File: src/rtl/ddr_frame_wr_sched.sv
// ddr_frame_wr_sched: drains the frame packing FIFO into fixed-length Avalon-MM
// write bursts. It also rotates frames across NUM_BUF DDR buffers and publishes the
// writer's next buffer and the last completed buffer for readers.
module ddr_frame_wr_sched #(
    parameter int          BURST_LEN  = 32,
    parameter int          NUM_BUF    = 3,
    parameter logic [31:0] BUF_STRIDE = 32'h0010_0000
) (
    input  logic        clk_100,
    input  logic        reset_n,
    input  logic        start_frame,
    input  logic [31:0] reg_addr_base,
    input  logic [95:0] fifo_rdata,
    input  logic [7:0]  fifo_rdusedw,
    output logic        fifo_rdreq,
    output logic [28:0] avl_address,
    output logic        avl_burstbegin,
    output logic [5:0]  avl_size,
    output logic [7:0]  avl_be,
    output logic [63:0] avl_wdata,
    output logic        avl_write_req,
    input  logic        avl_ready,
    output logic [31:0] frame_addr,
    output logic [31:0] rd_buf_addr,
    output logic        rd_buf_valid,
    output logic        frame_done,
    output logic        frame_late,
    output logic [7:0]  late_cnt
);

    // FIFO head layout
    typedef struct packed {
        logic        last_unit_burst;
        logic        end_write_buf;
        logic        valid;
        logic [28:0] addr;
        logic [63:0] data;
    } fifo_word_t;

    typedef enum logic {IDLE, BURST} state_t;

    localparam logic [7:0] FILL_MIN  = 8'(BURST_LEN);
    localparam logic [5:0] LAST_BEAT = 6'(BURST_LEN - 1);
    localparam logic [1:0] LAST_IDX  = 2'(NUM_BUF - 1);

    fifo_word_t  head;
    state_t      state;
    logic [5:0]  beat_cnt;
    logic [1:0]  wr_idx;
    logic        frame_pending;
    logic        beat_acc;
    logic        eof_beat;
    logic        late_evt;
    logic [31:0] cur_buf_addr;
    logic        unused_flags;

    assign head         = fifo_word_t'(fifo_rdata);
    // Burst flag and word-valid bit are carried through but not acted on.
    assign unused_flags = head.last_unit_burst ^ head.valid;

    assign beat_acc       = avl_write_req & avl_ready;
    assign eof_beat       = beat_acc & head.end_write_buf;
    // A late start is one that finds a frame still draining, unless that
    // frame's last beat retires in the same cycle.
    assign late_evt       = start_frame & frame_pending & ~eof_beat;
    assign fifo_rdreq     = beat_acc;
    assign avl_wdata      = head.data;
    assign avl_burstbegin = avl_write_req & (beat_cnt == 6'd0);
    assign avl_size       = 6'(BURST_LEN);
    assign avl_be         = 8'hFF;
    assign cur_buf_addr   = reg_addr_base + 32'(wr_idx) * BUF_STRIDE;

    // Burst FSM: start once a full burst is buffered, then stream BURST_LEN beats.
    always_ff @(posedge clk_100 or negedge reset_n) begin
        if (!reset_n) begin
            state         <= IDLE;
            beat_cnt      <= 6'd0;
            avl_write_req <= 1'b0;
            avl_address   <= 29'd0;
        end else begin
            case (state)
                IDLE: begin
                    if (fifo_rdusedw >= FILL_MIN) begin
                        state         <= BURST;
                        avl_write_req <= 1'b1;
                        avl_address   <= head.addr;
                        beat_cnt      <= 6'd0;
                    end
                end
                BURST: begin
                    if (beat_acc) begin
                        beat_cnt <= beat_cnt + 6'd1;
                        if (beat_cnt == LAST_BEAT) begin
                            state         <= IDLE;
                            avl_write_req <= 1'b0;
                        end
                    end
                end
            endcase
        end
    end

    // Buffer rotation: the end-of-frame beat publishes the current buffer and advances.
    always_ff @(posedge clk_100 or negedge reset_n) begin
        if (!reset_n) begin
            wr_idx       <= 2'd0;
            rd_buf_addr  <= 32'd0;
            rd_buf_valid <= 1'b0;
            frame_done   <= 1'b0;
        end else begin
            frame_done <= eof_beat;
            if (eof_beat) begin
                rd_buf_addr  <= cur_buf_addr;
                rd_buf_valid <= 1'b1;
                wr_idx       <= (wr_idx == LAST_IDX) ? 2'd0 : wr_idx + 2'd1;
            end
        end
    end

    // Writer's buffer address, re-registered every cycle from the rotation index.
    always_ff @(posedge clk_100 or negedge reset_n) begin
        if (!reset_n) frame_addr <= 32'd0;
        else          frame_addr <= cur_buf_addr;
    end

    // Drain tracking: flag frames that start before the previous one reached DDR.
    always_ff @(posedge clk_100 or negedge reset_n) begin
        if (!reset_n) begin
            frame_pending <= 1'b0;
            frame_late    <= 1'b0;
            late_cnt      <= 8'd0;
        end else begin
            frame_late <= late_evt;
            if (start_frame)   frame_pending <= 1'b1;
            else if (eof_beat) frame_pending <= 1'b0;
            if (late_evt && late_cnt != 8'hFF) late_cnt <= late_cnt + 8'd1;
        end
    end

endmodule

File: config.mk
export PLATFORM = sky130hd
export DESIGN_NAME = ddr_frame_wr_sched
export DESIGN_NICKNAME = d
export VERILOG_FILES = /design/src/rtl/ddr_frame_wr_sched.sv
export SDC_FILE = /design/constraint.sdc
export NUM_CORES = 1
export LEC_CHECK = 0
export ABC_AREA = 1
export CORE_ASPECT_RATIO = 0.9
export CORE_MARGIN = 5
export CORE_UTILIZATION = 37
export DETAILED_ROUTE_END_ITERATION = 7
export PLACE_DENSITY = 0.85
export SYNTH_ARGS = -nofsm -noshare
export SYNTH_HDL_FRONTEND = slang
export SYNTH_SLANG_ARGS = --single-unit
File: constraint.sdc
create_clock -name clk_100 -period 2.1 [get_ports clk_100]
set_input_delay 0.21 -clock clk_100 [delete_from_list [all_inputs] [get_ports clk_100]]
set_output_delay 0.21 -clock clk_100 [all_outputs]
set_load 0.02 [all_outputs]
### After elaboration in Yosys (flattened, before gate mapping)

Index checks and enable logic that the tools add are counted.

| storage, ports and cells | value |
|---|---|
| input bits | 140 |
| bits in registers | 115 |
| output and inout port bits | 185 |
| word-level logic and storage cells | 50 |

| operators by class | value |
|---|---|
| bitwise operators | 7 |
| reductions and logical operators | 6 |
| equal/unequal tests | 6 |
| multiplexer cells | 14 |
| add/subtract/negate cells | 4 |
| $lt $le $gt $ge | 1 |

Operators by type and width:

| operator | count |
|---|---|
| 32-bit by 22-bit adder with 32-bit output | 1 |
| 6-bit 2-to-1 mux | 2 |
| 6-bit case mux with 2 select lines | 1 |
| 8-bit by 1-bit adder with 8-bit output, second input constant | 1 |
| 8-bit by 6-bit greater-or-equal comparator with 1-bit output, second input constant | 1 |
| 1-bit 2-to-1 mux | 8 |
| 8-bit != test, second input constant | 1 |
| 6-bit by 1-bit adder with 6-bit output, second input constant | 1 |
| 6-bit by 5-bit equality test with 1-bit output, second input constant | 1 |
| 6-bit zero test | 1 |
| 1-bit AND | 5 |
| 2-bit by 1-bit != test with 1-bit output, second input constant | 2 |
| 1-bit case mux with 2 select lines | 2 |
| 2-bit AND reduction | 2 |
| 3-bit AND reduction | 1 |
| 2-bit by 1-bit adder with 2-bit output, second input constant | 1 |
| 2-bit equality test, second input constant | 1 |
| 2-bit 2-to-1 mux | 1 |
| 2-bit != test, second input constant | 1 |
| 1-bit NOT | 2 |
| 2-bit nonzero test | 1 |
| 1-bit logical AND | 1 |

### Longest topological paths before layout

| depth | value |
|---|---|
| depth after elaboration | 5 |
| mapped depth | 10 |
| gate-level depth less buffers | 10 |

### Worst setup path before layout

OpenSTA, ideal clock, no wires.

| timing path | value |
|---|---|
| kind | register -> register |
| start point | register wr_idx[0] |
| end point | register rd_buf_addr[26] |
| data required time | 1.984 ns |
| cell stages (with the launch flop) | 11 |
| setup time | 0.116 ns |
| arrival time | 1.527 ns |
| path slack | 0.457 ns |
| path through | dfrtp_1 -> ha_1 -> inv_1 -> fa_1 -> inv_1 -> nand3_2 -> nor2_4 -> nand2_1 -> and2_1 -> nand2_1 -> nand2_1 |

| between the ends | value |
|---|---|
| longest elaborated chain between the ends | 1 |

RTL lines:

| item | RTL line | RTL |
|---|---|---|
| start, declared | 49 | `logic [1:0] wr_idx;` |
| start signal, assigned | 115 | `wr_idx <= (wr_idx == LAST_IDX) ? 2'd0 : wr_idx + 2'd1;` |
| 32-bit by 22-bit adder with 32-bit output | 71 | `assign cur_buf_addr = reg_addr_base + 32'(wr_idx) * BUF_STRIDE;` |
| net cur_buf_addr[26] | 54 | `logic [31:0] cur_buf_addr;` |
| end signal, assigned | 113 | `rd_buf_addr <= cur_buf_addr;` |
| end, declared | 24 | `output logic [31:0] rd_buf_addr,` |

The timed path passes the listed nets, and every way through them passes these cells.
A chain may end at the register's enable or synchronous reset.

### Final worst setup path

| timing path | value |
|---|---|
| start point | register beat_cnt[0] |
| end point | output port avl_burstbegin |

| between the ends | value |
|---|---|
| longest elaborated chain between the ends | 2 |

RTL lines:

| item | RTL line | RTL |
|---|---|---|
| start, declared | 48 | `logic [5:0] beat_cnt;` |
| start signal, assigned | 92 | `beat_cnt <= beat_cnt + 6'd1;` |
| 6-bit zero test | 68 | `assign avl_burstbegin = avl_write_req & (beat_cnt == 6'd0);` |
| 1-bit AND | 68 |  |
| end, declared | 17 | `output logic avl_burstbegin,` |

No other way between the ends.

==> insert_results.sql <==
INSERT INTO impl_metrics (metric_group, metric, value, unit) VALUES
('grt', 'grt_pass1_vias', '3979', ''),
('timing', 'final_min_period_over_clock_period', '89.3', '%'),
('power_and_ir_drop', 'sw_frac_of_total', '31.1', '%'),
('grt', 'grt_max_degree', '59', ''),
('synth', 'synth.cell_area', '0.00513', 'mm2'),
('grt', 'globalRouteTotalUtil', '15.5', '%'),
('power_and_ir_drop', 'internal-power', '6.33', 'mW'),
('synth', 'total_number_of_yosys_warnings', '0', ''),
('place', 'placed_cell_area', '0.00657', 'mm2'),
('timing', 'rsz0062_at_grt', 'no', ''),
('synth', 'yosys.cell_types.count', '33', ''),
('timing', 'fin_setup_tns', '0', 'ps'),
('grt', 'grt_remaining_overflow', '0', ''),
('detailed_routing', 'detail-route-antenna-nets', '0', ''),
('setup_path', 'crit_path_start_kind', 'flop', ''),
('setup_path', 'timing.critical_path.slowest_stage_cell', 'sky130_fd_sc_hd__dfrtp_1', ''),
('place', 'place_inst', '829', ''),
('setup_path', 'setup.worst_path.end_class', 'output port', ''),
('detailed_routing', 'detail_route.wirelength', '12700', 'um'),
('detailed_routing', 'dr.first_iter.drc_count', '132', ''),
('status', 'status', 'finished clean', ''),
('finish', 'post_layout_nonfiller_instances', '862', ''),
('grt', 'grt_first_pass_wirelength', '19800', 'um'),
('finish', 'area.growth.synth_to_final', '41.3', '%'),
('timing', 'timing.final.hold_violations', '0', ''),
('synth', 'ffs_w_async_s_r_synth', '100', '%'),
('cts', 'cts.repair_timing.setup_buffer_count', '0', ''),
('cts', 'worstSkewPairLatency', '400', 'ps'),
('place', 'io_buffers', '175', ''),
('finish', 'finish.instance_area', '0.00725', 'mm2'),
('job', 'cap_viol_max_count', '0', ''),
('floorplanning', 'initial_utilization', '38.1', '%'),
('cts', 'total_clock_sinks', '115', ''),
('power_and_ir_drop', 'seq_power_share', '34.6', '%'),
('setup_path', 'critPathArrivalTime', '1670', 'ps'),
('floorplanning', 'design.die.area', '0.0163', 'mm2'),
('detailed_routing', 'route.detailed.vias_per_inst', '4.54', ''),
('synth', 'postSynth.topFlopCell', 'sky130_fd_sc_hd__dfrtp_1', ''),
('setup_path', 'timing.setup.critical_path_class', 'flop to output port', ''),
('cts', 'clock_transition_at_the_register_clock_pins_on_the_worst_setup_and_hold_paths_after_cts', '50', 'ps'),
('synth', 'yosys-top-cells-area', 'sky130_fd_sc_hd__dfrtp_1 56%, sky130_fd_sc_hd__nand2_1 17%, sky130_fd_sc_hd__buf_4 12%', ''),
('floorplanning', 'std_cell_rows', '40', ''),
('synth', 'synth_sequential_area_ratio', '56.1', '%'),
('cts', 'tritoncts.num_buffers', '17', ''),
('finish', 'fillCellCount', '1156', ''),
('grt', 'antenna_found_initial', '0', ''),
('detailed_routing', 'vias', '3916', ''),
('cts', 'ctsLongestPathBuffers', '2', ''),
('hold_path', 'hold_path_class', 'input port to async pin', ''),
('power_and_ir_drop', 'worst_ir_drop_vdd', '0.000937', 'V'),
('detailed_routing', 'detail_route.wl_per_cell', '14.7', 'um'),
('detailed_routing', 'drt_pre_antenna_iters', '4', ''),
('timing', 'setup_violations', '0', ''),
('finish', 'drive_above_1_share', '7.49', '%'),
('setup_path', 'worst_path_largest_cell_delay', '410', 'ps'),
('finish', 'antenna_fix_cells', '0', ''),
('power_and_ir_drop', 'p_leak', '3.53', 'nW'),
('floorplanning', 'design.core.area', '0.0135', 'mm2'),
('cts', 'cell_at_the_root_of_the_clock_tree', 'sky130_fd_sc_hd__clkbuf_16', ''),
('place', 'finalWeightedCongestion', '0.830', ''),
('synth', 'number_of_flops_mapped_to_enable_cells_by_yosys', '0', ''),
('place', 'hpwlAfterDp', '9460', 'um'),
('synth', 'syn-instance-count', '558', ''),
('synth', 'yosysTopAreaCell', 'sky130_fd_sc_hd__dfrtp_1', ''),
('timing', 'final.setup_skew', '8.34', 'ps'),
('power_and_ir_drop', 'clock_power_share', '34.9', '%'),
('setup_path', 'critical_path_required', '1890', 'ps'),
('timing', 'fmax', '533', 'MHz'),
('setup_path', 'timing.critical_path.fanout_max', '4', ''),
('place', 'place_ws', '17.4', 'ps'),
('timing', 'maxSlewViolCount', '0', '');
[cell usage in the layout, fill, tap and decap left out, types with 2 or more instances in the layout]
| cell type | count |
|---|---|
| sky130_fd_sc_hd__nand2_1 | 226 |
| sky130_fd_sc_hd__clkdlybuf4s50_1 | 173 |
| sky130_fd_sc_hd__dfrtp_1 | 115 |
| sky130_fd_sc_hd__inv_1 | 30 |
| sky130_fd_sc_hd__nand3_1 | 21 |
| sky130_fd_sc_hd__clkbuf_16 | 17 |
| sky130_fd_sc_hd__conb_1 | 14 |
| sky130_fd_sc_hd__o21ai_0 | 11 |
| sky130_fd_sc_hd__nor2_1 | 10 |
| sky130_fd_sc_hd__nand4_1 | 7 |
| sky130_fd_sc_hd__xnor2_1 | 7 |
| sky130_fd_sc_hd__and2_1 | 6 |
| sky130_fd_sc_hd__ha_1 | 5 |
| sky130_fd_sc_hd__bufinv_16 | 5 |
| sky130_fd_sc_hd__buf_4 | 4 |
| sky130_fd_sc_hd__buf_12 | 4 |
| sky130_fd_sc_hd__nand2_2 | 3 |
| sky130_fd_sc_hd__a21o_1 | 3 |
| sky130_fd_sc_hd__xor2_1 | 3 |
| sky130_fd_sc_hd__clkbuf_8 | 3 |
| sky130_fd_sc_hd__inv_2 | 2 |
| sky130_fd_sc_hd__nand2_4 | 2 |
| sky130_fd_sc_hd__o21ai_1 | 2 |
| sky130_fd_sc_hd__clkinv_4 | 2 |
| sky130_fd_sc_hd__clkinv_2 | 2 |
| sky130_fd_sc_hd__clkinvlp_4 | 2 |
[final timing paths]
| kind | depth (start not counted) | end | slack, ps | startpoint |
|---|---|---|---|---|
| min reg2reg | 1 | rd_buf_valid | 460 | rd_buf_valid |
| max reg2reg | 10 | rd_buf_addr[26] | 290 | wr_idx[0] |
| max | 5 | avl_burstbegin | 220 | beat_cnt[0] |
| min | 2 | avl_address[21] | 260 | reset_n |
| min in group clk_100 | 1 | frame_addr[15] | 280 | reg_addr_base[15] |
| max in group asynchronous | 3 | wr_idx[1] | 1230 | reset_n |
[metrics by stage]
step	utilization (%)	hold slack, ps
after global routing	53.8	251
after floorplan	-	-85.6
final	53.8	262
after detailed placement	48.8	134
after global placement	48.8	129
after CTS	53.8	246
[synthesized netlist by cell type (all sizes together), types with 2 or more instances]
cell type  instances
xor2               3
nand3             22
xnor2              7
nand2            231
nor2              12
buf               91
ha                 5
and2               6
nand4              7
o21ai             13
dfrtp            115
a21o               3
inv               32
conb               2
[layout make-up]
| type | instances | area, um2 | share of cell area [%] |
|---|---|---|---|
| flip-flops and latches | 115 | 2880 | 39.7 |
| multi-input cells | 331 | 1510 | 20.8 |
| repair buffers | 183 | 1860 | 25.7 |
| clock inverters | 12 | 201 | 2.78 |
| well taps | 168 | 210 | 2.90 |
| clock buffers | 20 | 467 | 6.44 |
| inverters | 33 | 124 | 1.71 |
[flip-flops by register name, indices dropped and copies added (netlist names)]
register / cells
frame_pending: 1
frame_done: 1
state: 1
frame_late: 1
avl_write_req: 1
rd_buf_valid: 1
late_cnt: 8
avl_address: 29
rd_buf_addr: 32
beat_cnt: 6
frame_addr: 32
wr_idx: 2
[timing repair]
action	4_1_cts	5_1_grt
resized for setup	1	0
endpoints found under the hold margin	22	0
hold buffers	1	0
endpoints found under the setup margin	1	0
[power groups by stage]
stage | Sequential [mW] | Combinational, mW | Clock (mW)
floorplan | 3.80 | 0.946 | 0
detailed placement | 3.20 | 2.84 | 0
global placement | 3.18 | 2.78 | 0
finish | 3.18 | 2.81 | 3.21
CTS | 3.18 | 2.85 | 3.27
global route | 3.27 | 3.04 | 3.38
[kinds of logic (layout without fill, tap and decap cells)]
kind of cell / Yosys count / count (layout) / share of synthesized area [%]
DFF: 115 / 115 / 56.1
xor gates and xnor gates: 10 / 10 / 1.71
and+or+nand+nor: 281 / 281 / 22.6
AOI/OAI and AO/OA: 20 / 20 / 2.44
other: 2 / 14 / 0.146
buffers and inverters: 124 / 248 / 15.4
adders and majority gates: 6 / 6 / 1.61
[worst max-delay path: cells and delay by family (launching register included)]
kind	cells	cell delay, ps
flip-flops	1	410
AND/OR/NAND/NOR	2	250
adder cells (fa/ha/maj)	1	150
buffers and inverters	2	470
[routing by layer]
| metal | up-vias | wire (um) | global-route usage, % |
|---|---|---|---|
| li1 | 1878 | - | - |
| met1 | 1832 | 5160 | 18.1 |
| met2 | 184 | 5590 | 22.7 |
| met3 | 22 | 1730 | 10.2 |
| met4 | 0 | 205 | 6.04 |
| met5 | - | 0 | 0 |
No activity file was read; power rests on OpenSTA's default activity.
